### src/rtl/kyber_pkg.sv
// kyber_pkg: shared constants, operation encoding and modular add/sub helpers
// for the Kyber butterfly datapath. All arithmetic is mod Q = 3329.
package kyber_pkg;

   localparam int unsigned W         = 12;          // coefficient width
   localparam int unsigned Q         = 3329;        // Kyber modulus
   localparam int unsigned BARRETT_M = 5039;        // floor(2^24 / Q)
   localparam int unsigned BARRETT_K = 24;          // Barrett shift
   localparam int unsigned LATENCY   = 4;           // sample edge to output edge
   localparam int unsigned PROD_W    = 2 * W;       // full product width
   localparam int unsigned QM_W      = PROD_W + 13; // product times BARRETT_M

   typedef enum logic [1:0] {
      MODE_NTT    = 2'd0,
      MODE_INVNTT = 2'd1,
      MODE_MULT   = 2'd2,
      MODE_ADDSUB = 2'd3
   } mode_t;

   // One conditional subtraction brings any 12-bit value into [0, Q-1].
   function automatic logic [W-1:0] pre_reduce(input logic [W-1:0] x);
      return (x >= W'(Q)) ? (x - W'(Q)) : x;
   endfunction

   // (a + b) mod Q for canonical a, b: 13-bit sum, conditional -Q.
   function automatic logic [W-1:0] add_mod(input logic [W-1:0] a,
                                            input logic [W-1:0] b);
      logic [W:0] s;
      s = {1'b0, a} + {1'b0, b};
      if (s >= (W+1)'(Q))
         s = s - (W+1)'(Q);
      return s[W-1:0];
   endfunction

   // (a - b) mod Q for canonical a, b: the top bit of the 13-bit difference
   // flags a negative result, which is folded back by adding Q.
   function automatic logic [W-1:0] sub_mod(input logic [W-1:0] a,
                                            input logic [W-1:0] b);
      logic [W:0] d;
      d = {1'b0, a} - {1'b0, b};
      if (d[W])
         d = d + (W+1)'(Q);
      return d[W-1:0];
   endfunction

endpackage

### src/rtl/mod_mult.sv
// mod_mult: two-stage pipelined (x * y) mod Q for canonical 12-bit operands.
//   Stage A: full 24-bit product register.
//   Stage B: Barrett reduction plus up to two corrections into z.
// Ports: clk, rst (sync, active high), x/y operands, z = x*y mod Q.
module mod_mult
   import kyber_pkg::*;
(
   input  logic         clk,
   input  logic         rst,
   input  logic [W-1:0] x,
   input  logic [W-1:0] y,
   output logic [W-1:0] z
);

   logic [PROD_W-1:0] prod;
   logic [QM_W-1:0]   quot;
   logic [W+1:0]      rem;
   logic [W+1:0]      rem_1;
   logic [W-1:0]      z_next;

   // Stage A: full product
   always_ff @(posedge clk) begin
      if (rst)
         prod <= '0;
      else
         prod <= PROD_W'(x) * PROD_W'(y);
   end

   // Barrett estimate undershoots the true quotient by at most 2, so the
   // remainder lies in [0, 3Q) and fits in 14 bits.
   always_comb begin
      quot   = (QM_W'(prod) * QM_W'(BARRETT_M)) >> BARRETT_K;
      rem    = (W+2)'(QM_W'(prod) - quot * QM_W'(Q));
      rem_1  = (rem >= (W+2)'(Q)) ? (rem - (W+2)'(Q)) : rem;
      z_next = (rem_1 >= (W+2)'(Q)) ? W'(rem_1 - (W+2)'(Q)) : W'(rem_1);
   end

   // Stage B: reduced result
   always_ff @(posedge clk) begin
      if (rst)
         z <= '0;
      else
         z <= z_next;
   end

endmodule

### src/rtl/butterfly_core.sv
// butterfly_core: fixed-latency Kyber butterfly / modular arithmetic unit.
// An operation sampled at edge k appears on out_1/out_2 after edge k+4.
//   mode 0 NTT    : out_1 = a + c*b,  out_2 = a - c*b
//   mode 1 INVNTT : out_1 = a + b,    out_2 = c*(b - a)
//   mode 2 MULT   : out_1 = c*a,      out_2 = c*b
//   mode 3 ADDSUB : out_1 = a + b,    out_2 = a - b
// Ports: clk, rst (sync, active high), mode, in_1 (a), in_2 (b), coef (c),
//        out_1/out_2 registered canonical results.
module butterfly_core
   import kyber_pkg::*;
(
   input  logic         clk,
   input  logic         rst,
   input  logic [1:0]   mode,
   input  logic [W-1:0] in_1,
   input  logic [W-1:0] in_2,
   input  logic [W-1:0] coef,
   output logic [W-1:0] out_1,
   output logic [W-1:0] out_2
);

   // capture stage
   mode_t        s0_mode;
   logic [W-1:0] s0_a, s0_b, s0_c;

   // pre-reduce stage
   logic [W-1:0] a_red, b_red, c_red, lane1_x;
   mode_t        s1_mode;
   logic [W-1:0] s1_a, s1_b, s1_c, s1_x1;

   // delay-matched bypass for the two multiplier stages
   mode_t        s2_mode, s3_mode;
   logic [W-1:0] s2_a, s2_b, s3_a, s3_b;

   // lane results, aligned with stage 3
   logic [W-1:0] t1, t2;

   logic [W-1:0] res_1, res_2;

   // Raw operand capture
   always_ff @(posedge clk) begin
      if (rst) begin
         s0_mode <= MODE_NTT;
         s0_a    <= '0;
         s0_b    <= '0;
         s0_c    <= '0;
      end else begin
         s0_mode <= mode_t'(mode);
         s0_a    <= in_1;
         s0_b    <= in_2;
         s0_c    <= coef;
      end
   end

   // Pre-reduce and choose the lane 1 multiplicand for this mode
   always_comb begin
      a_red   = pre_reduce(s0_a);
      b_red   = pre_reduce(s0_b);
      c_red   = pre_reduce(s0_c);
      lane1_x = a_red;
      case (s0_mode)
         MODE_NTT:    lane1_x = b_red;
         MODE_INVNTT: lane1_x = sub_mod(b_red, a_red);
         default:     lane1_x = a_red;
      endcase
   end

   always_ff @(posedge clk) begin
      if (rst) begin
         s1_mode <= MODE_NTT;
         s1_a    <= '0;
         s1_b    <= '0;
         s1_c    <= '0;
         s1_x1   <= '0;
      end else begin
         s1_mode <= s0_mode;
         s1_a    <= a_red;
         s1_b    <= b_red;
         s1_c    <= c_red;
         s1_x1   <= lane1_x;
      end
   end

   // Lane 1 serves every multiplying mode; lane 2 only matters for MULT
   mod_mult u_lane_1 (
      .clk (clk),
      .rst (rst),
      .x   (s1_x1),
      .y   (s1_c),
      .z   (t1)
   );

   mod_mult u_lane_2 (
      .clk (clk),
      .rst (rst),
      .x   (s1_b),
      .y   (s1_c),
      .z   (t2)
   );

   // Carry mode and plain operands alongside the multiplier pipeline
   always_ff @(posedge clk) begin
      if (rst) begin
         s2_mode <= MODE_NTT;
         s2_a    <= '0;
         s2_b    <= '0;
         s3_mode <= MODE_NTT;
         s3_a    <= '0;
         s3_b    <= '0;
      end else begin
         s2_mode <= s1_mode;
         s2_a    <= s1_a;
         s2_b    <= s1_b;
         s3_mode <= s2_mode;
         s3_a    <= s2_a;
         s3_b    <= s2_b;
      end
   end

   // Final combine per mode
   always_comb begin
      res_1 = add_mod(s3_a, s3_b);
      res_2 = sub_mod(s3_a, s3_b);
      case (s3_mode)
         MODE_NTT: begin
            res_1 = add_mod(s3_a, t1);
            res_2 = sub_mod(s3_a, t1);
         end
         MODE_INVNTT: begin
            res_1 = add_mod(s3_a, s3_b);
            res_2 = t1;
         end
         MODE_MULT: begin
            res_1 = t1;
            res_2 = t2;
         end
         default: begin
            res_1 = add_mod(s3_a, s3_b);
            res_2 = sub_mod(s3_a, s3_b);
         end
      endcase
   end

   always_ff @(posedge clk) begin
      if (rst) begin
         out_1 <= '0;
         out_2 <= '0;
      end else begin
         out_1 <= res_1;
         out_2 <= res_2;
      end
   end

endmodule

### config.mk
export PLATFORM = sky130hd
export DESIGN_NAME = butterfly_core
export DESIGN_NICKNAME = d
export VERILOG_FILES = /design/src/rtl/kyber_pkg.sv /design/src/rtl/mod_mult.sv /design/src/rtl/butterfly_core.sv
export SDC_FILE = /design/constraint.sdc
export NUM_CORES = 2
export LEC_CHECK = 0
export ABC_AREA = 1
export CAP_MARGIN = 10
export CORE_MARGIN = 8
export CORE_UTILIZATION = 55
export CTS_CLUSTER_DIAMETER = 100
export DETAILED_ROUTE_END_ITERATION = 8
export GPL_ROUTABILITY_DRIVEN = 0
export HOLD_SLACK_MARGIN = 0.03
export PLACE_DENSITY = 0.79
export SLEW_MARGIN = 20
export SYNTH_ARGS = -nofsm -noshare
export SYNTH_HDL_FRONTEND = slang
export SYNTH_SLANG_ARGS = --single-unit
### constraint.sdc
create_clock -name clk -period 13.4 [get_ports clk]
set_clock_uncertainty 0.1 [all_clocks]
set_input_delay 4.02 -clock clk [delete_from_list [all_inputs] [get_ports clk]]
set_output_delay 4.02 -clock clk [all_outputs]
set_load 0.005 [all_outputs]
==> impl_results.html <==
<table>
<tr><th>Metric</th><th>Value</th></tr>
<tr><th colspan="2">Run</th></tr>
<tr><td>Max-cap viol count</td><td>0</td></tr>
<tr><th colspan="2">Synthesis</th></tr>
<tr><td>Count of state elements after synthesis</td><td>236</td></tr>
<tr><td>Warnings, synthesis</td><td>0</td></tr>
<tr><td>Async set or reset register ratio after synthesis</td><td>0%</td></tr>
<tr><td>EDFF count, synth</td><td>0</td></tr>
<tr><td>Library cells used by synthesis</td><td>58</td></tr>
<tr><td>Number of instances in the synthesized netlist</td><td>4818</td></tr>
<tr><td>Post-synthesis net count</td><td>5862</td></tr>
<tr><td>Cell type contributing the most total cell area after synthesis</td><td>fa_1</td></tr>
<tr><td>Part of the Yosys area used for sequential elements</td><td>12.8%</td></tr>
<tr><td>Total standard cell area after synthesis</td><td>36800 um2</td></tr>
<tr><td>Area share of the largest cell type after synthesis</td><td>25.9%</td></tr>
<tr><td>Main area contributors after synthesis</td><td>fa_1 (26%), ha_1 (18%), dfxtp_1 (13%)</td></tr>
<tr><td>Mean post-synth cell area</td><td>between 7 and 8 um2</td></tr>
<tr><td>Most instantiated flip-flop cell in the synthesis netlist</td><td>dfxtp_1</td></tr>
<tr><th colspan="2">Placement</th></tr>
<tr><td>Count of port buffers added during placement</td><td>63</td></tr>
<tr><td>DP HPWL</td><td>68.4 mm</td></tr>
<tr><td>Cells after DPL</td><td>5673</td></tr>
<tr><th colspan="2">Clocking</th></tr>
<tr><td>Clock sink count</td><td>236</td></tr>
<tr><td>Clock-pin slew of the registers on the worst-case setup and hold paths</td><td>around 0.07 ns</td></tr>
<tr><td>Quantity of hold-fixing buffers added after cts</td><td>0</td></tr>
<tr><td>Num CTS Buffers</td><td>27</td></tr>
<tr><td>CTS tree</td><td>built</td></tr>
<tr><td>Cts repair resizes</td><td>0</td></tr>
<tr><td>Buffers from clock root to sink, at most</td><td>3</td></tr>
<tr><td>Post CTS Setup Buffer Count</td><td>0</td></tr>
<tr><td>Clock insertion delay at the later pin of the skew report</td><td>0.57 ns</td></tr>
<tr><td># H-tree levels</td><td>1</td></tr>
<tr><td>CTS Root Buffer Type</td><td>clkbuf_16</td></tr>
<tr><th colspan="2">Worst setup path</th></tr>
<tr><td>Endpoint of the lowest-slack register-to-register path</td><td>u_lane_2.z[6]</td></tr>
<tr><td>Worst Path Arrival</td><td>between 10 and 15 ns</td></tr>
<tr><td>Critical path startpoint</td><td>u_lane_2.prod[11]</td></tr>
<tr><td>Required time of the critical path</td><td>approximately 14 ns</td></tr>
<tr><td>Reg-to-reg startpoint</td><td>u_lane_2.prod[11]</td></tr>
<tr><td>Type of the worst setup path</td><td>flop to flop</td></tr>
<tr><td>Library cell contributing the largest single delay on the critical path</td><td>a21oi_1</td></tr>
<tr><td>Flop-to-flop setup slack</td><td>2.51 ns</td></tr>
<tr><td>Most Frequent Cell on Critical Path</td><td>fa_1</td></tr>
<tr><td>Category of the worst setup path launch point</td><td>flop</td></tr>
<tr><td>CP Max Fanout</td><td>20</td></tr>
<tr><td>Logic depth of the worst setup path including buffers</td><td>38</td></tr>
<tr><td>Crit path buf inv count</td><td>6</td></tr>
<tr><td>Length in cells of the worst reg-to-reg path</td><td>38</td></tr>
<tr><td>CP top delay family</td><td>adder cells</td></tr>
<tr><td>CP endpoint kind</td><td>flop</td></tr>
<tr><td>Stage delay of the slowest cell on the critical path</td><td>0.64 ns</td></tr>
<tr><th colspan="2">Routing</th></tr>
<tr><td>Ratio of routed vias to standard cells</td><td>approximately 5.2</td></tr>
<tr><td>Total wire length</td><td>82.3 mm</td></tr>
<tr><td>Routed via count</td><td>29900</td></tr>
<tr><td>Wire per inst</td><td>14.4 um</td></tr>
<tr><td>Final antenna-violating net count</td><td>0</td></tr>
<tr><td>1st-pass router iterations</td><td>5</td></tr>
<tr><td>DRC marker count from the first detailed-route iteration</td><td>about 1800</td></tr>
<tr><td>Final routed DRC violation total</td><td>0</td></tr>
<tr><th colspan="2">Floorplanning</th></tr>
<tr><td>Die Width</td><td>275 um</td></tr>
<tr><td>I/O pin cnt</td><td>64</td></tr>
<tr><td>Die footprint</td><td>between 70000 and 80000 um2</td></tr>
<tr><td>Total number of placement rows</td><td>95</td></tr>
<tr><td>Floorplan core area</td><td>around 67000 um2</td></tr>
<tr><td>Initial core utilization</td><td>55.2%</td></tr>
<tr><td>DIE HEIGHT</td><td>275 um</td></tr>
<tr><th colspan="2">Timing</th></tr>
<tr><td>Setup repair after global routing missed its margin</td><td>false</td></tr>
<tr><td>Final critical-path share of the clock period</td><td>81.3%</td></tr>
<tr><td>Final Hold Fails</td><td>0</td></tr>
<tr><td>Peak Freq</td><td>91.8 MHz</td></tr>
<tr><td>Slew Viols, Final</td><td>0</td></tr>
<tr><td>Final critical delay including setup and external delays</td><td>approximately 11 ns</td></tr>
<tr><td>Worst Max-Slew Pin Slew</td><td>~1.2 ns</td></tr>
<tr><td>Headroom to the max-slew limit</td><td>21.0%</td></tr>
<tr><td>Setup violation total in the final timing report</td><td>0</td></tr>
<tr><td>Setup TNS</td><td>0 ns</td></tr>
<tr><th colspan="2">Hold path</th></tr>
<tr><td>Start point of the worst min-delay path</td><td>s2_b[8]</td></tr>
<tr><td>Sink of the worst hold path</td><td>s3_b[8]</td></tr>
<tr><td>Hold/Removal Path Class</td><td>flop to flop</td></tr>
<tr><td>Worst hold path stage count</td><td>2</td></tr>
<tr><th colspan="2">Finish</th></tr>
<tr><td>Area Overhead vs Synth</td><td>6.39%</td></tr>
<tr><td>Final core area utilization</td><td>58.7%</td></tr>
<tr><td>Antenna Cells</td><td>0</td></tr>
<tr><td>Most frequent standard cell in the layout excluding fill and tap cells</td><td>inv_1</td></tr>
<tr><td>Number of nets in the finished design</td><td>5873</td></tr>
<tr><td>Layout cell share with drive strength beyond 1</td><td>2.97%</td></tr>
<tr><td>Commonest cells after routing, fill and taps aside</td><td>inv_1 (1217), nand2_1 (914), ha_1 (529), fa_1 (475), nor2_1 (347)</td></tr>
<tr><td>Non-filler cells in the finished layout</td><td>~5700</td></tr>
<tr><th colspan="2">Global routing</th></tr>
<tr><td>Global-route wire length before repair</td><td>140 mm</td></tr>
<tr><td>Overall fraction of global-route tracks in use</td><td>22.1%</td></tr>
<tr><td>GRT Residual Overflow</td><td>0</td></tr>
<tr><td>Largest net degree at the start of global routing</td><td>67</td></tr>
<tr><td>Antenna violations before repair</td><td>0</td></tr>
<tr><td>Via count of the first global-routing pass</td><td>30200</td></tr>
<tr><th colspan="2">Run status</th></tr>
<tr><td>Run status</td><td>finished clean</td></tr>
</table>
## worst max path at each step
stage                    end  slack, ns
6_report       u_lane_2.z[6]       2.51
3_3_place_gp   u_lane_2.z[0]       2.85
3_5_place_dp   u_lane_2.z[6]       2.58
2_1_floorplan  u_lane_1.z[1]       4.10
4_1_cts        u_lane_2.z[6]       2.50
5_1_grt        u_lane_2.z[0]       1.55
## sequential cells by signal (all words and copies together), names as in the netlist, 12 cells and up
register / flops
out_1: 12
out_2: 12
s0_a: 12
s0_b: 12
s0_c: 12
s1_a: 12
s1_b: 12
s1_c: 12
s1_x1: 12
s2_a: 12
s2_b: 12
s3_a: 12
s3_b: 12
u_lane_1.prod: 24
u_lane_1.z: 12
u_lane_2.prod: 24
u_lane_2.z: 12
## synth_stat cells (all sizes together), types with 4 or more instances
cell,count
a21o,17
a21oi,237
a221oi,7
a31oi,26
a41oi,5
and2,4
buf,8
clkbuf,87
dfxtp,236
fa,475
ha,529
inv,1226
nand2,929
nand3,157
nand3b,9
nand4,49
nor2,355
nor3,36
nor4,6
o211ai,13
o21a,15
o21ai,183
o21bai,13
o221ai,7
o31ai,7
or2,15
xnor2,37
xor2,107
## layout make-up
cell class,count,area [um2]
fillers,5849,27600
multi-input cells,3258,27100
flip-flops and latches,236,4720
inverters,1229,4610
well taps,873,1090
repair buffers,77,737
clock buffers,30,707
clock inverters,20,201
## stage by stage
step	instance area [um2]	hold WS [ns]	worst slack [ns]
after floorplan	36800	0.288	4.10
after global placement	38200	0.291	2.85
after detailed placement	38200	0.292	2.58
after CTS	39100	0.300	2.50
after global routing	39100	0.313	1.55
final	39100	0.299	2.51
## worst min-delay path: stages, from the launching register on
cell and delay (ns):
dfxtp_1 0.30, inv_1 0.04, nor2_1 0.03
## routing by layer
metal,global-route usage (%),wire (um),vias to the layer above,part of all wire [%]
met3,2.72,5320,170,6.5
li1,-,-,14700,-
met4,5.56,2070,0,2.5
met1,29.2,36500,14000,44
met2,38.2,38500,941,47
met5,0,0,-,0
## kinds of logic after synthesis
| group | Yosys count | share of synthesized area, % |
|---|---|---|
| XOR/XNOR | 144 | 3.53 |
| flip-flops | 236 | 12.8 |
| buffers and inverters | 1324 | 13.6 |
| AND/OR/NAND/NOR | 1561 | 17.5 |
| AO/OA/AOI/OAI | 549 | 8.64 |
| adder cells (fa/ha/maj) | 1004 | 43.9 |
Power is left out: the tool's default activity adds up to more than one toggle a clock period on the data nets, which glitch-free logic cannot reach.
